==> config.mk <==
export PLATFORM = sky130hd
export DESIGN_NAME = mem_bus_ctrl
export DESIGN_NICKNAME = d
export VERILOG_FILES = /design/src/rtl/mem_bus_ctrl.sv
export SDC_FILE = /design/constraint.sdc
export NUM_CORES = 1
export LEC_CHECK = 0
export ABC_AREA = 0
export CAP_MARGIN = 20
export CORE_MARGIN = 4
export CORE_UTILIZATION = 41
export CTS_CLUSTER_SIZE = 40
export DETAILED_ROUTE_END_ITERATION = 7
export PLACE_DENSITY = 0.82
export SLEW_MARGIN = 20
export SYNTH_ARGS = -nofsm -noshare
export SYNTH_HDL_FRONTEND = slang
export SYNTH_SLANG_ARGS = --single-unit
==> constraint.sdc <==
create_clock -name Clk -period 2.7 [get_ports Clk]
set_clock_uncertainty 0.1 [all_clocks]
set_input_delay 0.27 -clock Clk [delete_from_list [all_inputs] [get_ports Clk]]
set_output_delay 0.27 -clock Clk [all_outputs]
set_load 0.005 [all_outputs]
==> src/rtl/mem_bus_ctrl.sv <==
// Memory bus controller: holds MAR/MDR and sequences fixed-wait SRAM read/write
// cycles, giving the control FSM a BUSY/DONE handshake.
module mem_bus_ctrl #(
    parameter int WAIT_CYCLES = 2
) (
    input  logic        Clk,
    input  logic        Reset,
    input  logic [15:0] BUS_IN,
    input  logic        LD_MAR,
    input  logic        LD_MDR,
    input  logic        MEM_REQ,
    input  logic        MEM_WE,
    input  logic [15:0] MEM_DIN,
    output logic [15:0] MAR_OUT,
    output logic [15:0] MDR_OUT,
    output logic [15:0] MEM_ADDR,
    output logic [15:0] MEM_DOUT,
    output logic        MEM_CE_N,
    output logic        MEM_OE_N,
    output logic        MEM_WE_N,
    output logic        BUSY,
    output logic        DONE
);

    typedef enum logic [1:0] {
        ST_IDLE  = 2'd0,
        ST_READ  = 2'd1,
        ST_WRITE = 2'd2,
        ST_DONE  = 2'd3
    } state_t;

    localparam logic [3:0] CNT_INIT = 4'(WAIT_CYCLES - 1);

    state_t      state_r, state_s;
    logic [3:0]  cnt_r, cnt_s;
    logic [15:0] mar_r, mar_s;
    logic [15:0] mdr_r, mdr_s;
    logic        ce_n_r, oe_n_r, we_n_r, busy_r, done_r;
    logic        ce_n_s, oe_n_s, we_n_s, busy_s, done_s;

    // Next-state, counter and MAR/MDR load logic.
    always_comb begin
        state_s = state_r;
        cnt_s   = cnt_r;
        mar_s   = mar_r;
        mdr_s   = mdr_r;
        case (state_r)
            ST_IDLE: begin
                if (LD_MAR) mar_s = BUS_IN;
                else        mar_s = mar_r;
                if (LD_MDR) mdr_s = BUS_IN;
                else        mdr_s = mdr_r;
                if (MEM_REQ) begin
                    state_s = MEM_WE ? ST_WRITE : ST_READ;
                    cnt_s   = CNT_INIT;
                end else begin
                    state_s = ST_IDLE;
                end
            end
            ST_READ, ST_WRITE: begin
                if (cnt_r != 4'd0) begin
                    cnt_s = cnt_r - 4'd1;
                end else begin
                    // Read data is captured only on the last strobe cycle.
                    if (state_r == ST_READ) mdr_s = MEM_DIN;
                    else                    mdr_s = mdr_r;
                    state_s = ST_DONE;
                end
            end
            ST_DONE: state_s = ST_IDLE;
            default: state_s = ST_IDLE;
        endcase
    end

    // Strobe and handshake decode of the next state, so the outputs come straight from flops.
    always_comb begin
        ce_n_s = ~((state_s == ST_READ) || (state_s == ST_WRITE));
        oe_n_s = ~(state_s == ST_READ);
        we_n_s = ~(state_s == ST_WRITE);
        busy_s = (state_s != ST_IDLE);
        done_s = (state_s == ST_DONE);
    end

    // State, datapath registers and registered strobes; reset releases the SRAM at once.
    always_ff @(posedge Clk or negedge Reset) begin
        if (!Reset) begin
            state_r <= ST_IDLE;
            cnt_r   <= 4'd0;
            mar_r   <= 16'h0000;
            mdr_r   <= 16'h0000;
            ce_n_r  <= 1'b1;
            oe_n_r  <= 1'b1;
            we_n_r  <= 1'b1;
            busy_r  <= 1'b0;
            done_r  <= 1'b0;
        end else begin
            state_r <= state_s;
            cnt_r   <= cnt_s;
            mar_r   <= mar_s;
            mdr_r   <= mdr_s;
            ce_n_r  <= ce_n_s;
            oe_n_r  <= oe_n_s;
            we_n_r  <= we_n_s;
            busy_r  <= busy_s;
            done_r  <= done_s;
        end
    end

    assign MAR_OUT  = mar_r;
    assign MDR_OUT  = mdr_r;
    assign MEM_ADDR = mar_r;
    assign MEM_DOUT = mdr_r;
    assign MEM_CE_N = ce_n_r;
    assign MEM_OE_N = oe_n_r;
    assign MEM_WE_N = we_n_r;
    assign BUSY     = busy_r;
    assign DONE     = done_r;

endmodule

==> out/metrics.cfg <==
[global_routing]
grt.overflow.total = 0
grt_pass1_wl_um = 8210
antenna_found_initial = 0
grt_pass1_vias = 1608
grt_usage_pct = 16.0
grt_max_degree = 44

[detailed_routing]
wl_um = 5340
drt-vias-per-instance = 4.91
dr.pass1.iters = 4
avgRoutedWirePerCell_um = 16.0
drt_iter0_markers = 66
drc = 0
ant_nets = 0
vias = 1640

[cts]
cts_root_buf = clkbuf_8
h-tree-depth = 2
holdBufCountCts = 0
cts_inserted_buffers = 5
cts-resized-gates = 0
clk_latency_ps = 290
cts_setup_buffers = 0
clk_pin_slew_ps = 80
clk_path_buf_depth = 2
cts.sinks = 43
cts_tree = done

[worst_setup_path]
critical-path-top-delay-family = flip-flops
path_depth = 6
r2r-start = cnt_r[0]
crit_arrival_ps = 2420
reg2reg_to = MDR_OUT[6]
max_stage_delay_ps = 460
path_max_fanout = 16
crit_end = MDR_OUT[6]
cp-start-kind = flip-flop
cp_cell_sequence = inv_1, ha_1, or3b_4, a221oi_4, buf_4, mux2_2
crit_type = reg -> reg
cp-end-kind = flip-flop
rr_worst_depth = 6
cp_num_buf_inv = 2
rrSetupSlack_ps = 350
cp_slowest_cell = dfrtp_1
required_ps = 2780
crit_start = cnt_r[0]

[pwr]
leakage_nw = 1.34
clock_power_share_pct = 9.8
power_switching_share_pct = 31.9
switchingPower_w = 0.00126
power_density_nw_per_um2 = 1200
seq_power_share_pct = 31.0
p_int_w = 0.00268
max-vdd-ir-drop_mv = 0.499
comb_power_share_pct = 59.1

[timing]
final.setup.tns_ps = 0
fmax_mhz = 426
slew_violations = 0
setup_viol = 0
fin_crit_ps = 2350
finalHoldViolCount = 0
rsz0062_at_grt = no
min_period_over_period_pct = 86.9
worstMarginPinSlew_ps = 950
setup_slack_ps = 355
hold_slack_ps = 22.5
max_slew_margin_pct = 36.7

[cells_and_area]
drive_above_1_share_pct = 25.0
areaGrowthSynthToFinish_pct = 42.4
antenna_cells = 0
finalInstanceArea_um2 = 3260
layout.nets = 309

[synth]
ys_seq_area_share_pct = 47.1
yosys_register_bits = 43
synth.top_cell.area_share_pct = 43.7
yosysTopAreaCell = dfrtp_1
synth.distinct_cells = 28
synth_warnings = 0
synthMostInstantiatedCell = mux2_2
syn_inst = 186
syn_area_um2 = 2290
synth-async-reset-ratio_pct = 100
synth_fp_nets = 232
ys_top_cells_by_count = 48 x mux2_2, 40 x dfrtp_1, 32 x buf_4
synth_area_leaders = dfrtp_1 44%, mux2_2 24%, buf_4 10%, ha_1 4.4%, dfstp_2 3.4%
avgSynthCellArea_um2 = 12.3
synth_edf_count = 0
synthFlopType = dfrtp_1

[floorplanning]
initial_core_util_pct = 43.5
ios = 107
die_area_um2 = 6850
die_w_um = 82.8
die_h_um = 82.8
fp.coreArea_um2 = 5270
fp-row-count = 26

[placed_design]
place.gp.congestion = 0.831
dp_slack_ps = 387
dpl-instance-area_um2 = 3180
post-dp-hpwl_um = 4170
portBuffers = 106

[job]
max_cap_viol_count = 0

[worst_hold_path]
holdCritPathClass = in -> async

[status]
status = finished, final reports clean

[power groups by stage]
| stage | logic (W) | registers [W] | clock network (W) |
|---|---|---|---|
| finish | 0.00233 | 0.00122 | 0.000386 |
| global route | 0.00253 | 0.00127 | 0.000430 |
| CTS | 0.00236 | 0.00122 | 0.000402 |
| detailed placement | 0.00236 | 0.00124 | 0 |
| global placement | 0.00229 | 0.00122 | 0 |
| floorplan | 0.00138 | 0.00121 | 0 |
[sequential cells by signal, summed over array words and instances, names as in the netlist, 2 cells and up]
register	cells
state_r	2
cnt_r	4
MDR_OUT	16
MAR_OUT	16
[cell type report]
type | instances | area [um^2]
Timing Repair Buffer | 109 | 1080
Sequential cell | 43 | 1080
Inverter | 7 | 26.3
Tap cell | 70 | 87.6
Fill cell | 419 | 2010
Multi-Input combinational cell | 97 | 907
Clock buffer | 5 | 68.8
Clock inverter | 3 | 15.0
[cells by family (layout without fill, tap and decap cells)]
kind of cell / Yosys count / count (layout) / share of synthesized area [%]
mux: 50 / 50 / 24.5
buf+inv: 46 / 124 / 13.3
flops: 43 / 43 / 47.1
simple gates: 22 / 22 / 5.19
compound gates: 17 / 17 / 5.57
fa+ha+maj: 8 / 8 / 4.37
[per-layer routing]
| metal | track usage (%) | share of wire, % | vias up |
|---|---|---|---|
| li1 | - | - | 765 |
| met2 | 29.6 | 52 | 81 |
| met3 | 3.15 | 9.4 | 5 |
| met4 | 5.39 | 1.3 | 0 |
| met5 | 0 | 0 | - |
| met1 | 18.1 | 37 | 789 |
[stage by stage]
step / instances / utilization [%] / power, W
final: 334 / 61.9 / 0.00393
after detailed placement: 326 / 60.3 / 0.00360
after global placement: 326 / 60.3 / 0.00351
after CTS: 334 / 61.9 / 0.00399
after global routing: 334 / 61.9 / 0.00423
after floorplan: 186 / - / 0.00259
[how the worst min path moves through the flow]
stage,startpoint,endpoint,slack (ps),cells past startpoint
3_5_place_dp,Reset,MAR_OUT[14],370,1
6_report,Reset,MAR_OUT[14],20,1
2_1_floorplan,Reset,BUSY,-130,0
3_3_place_gp,Reset,MAR_OUT[14],370,1
5_1_grt,Reset,cnt_r[2],80,1
4_1_cts,Reset,MAR_OUT[15],40,1
[cell usage in the layout, fill, tap and decap left out, drive strengths merged, types with 3 or more instances in the layout]
master           n
clkinv           3
mux2            48
clkdlybuf4s50  105
dfstp            3
dfrtp           40
ha               8
inv              7
nand2            8
o21ai            8
buf              4
clkbuf           5
Note: power is estimated with default switching activity, not from simulation.
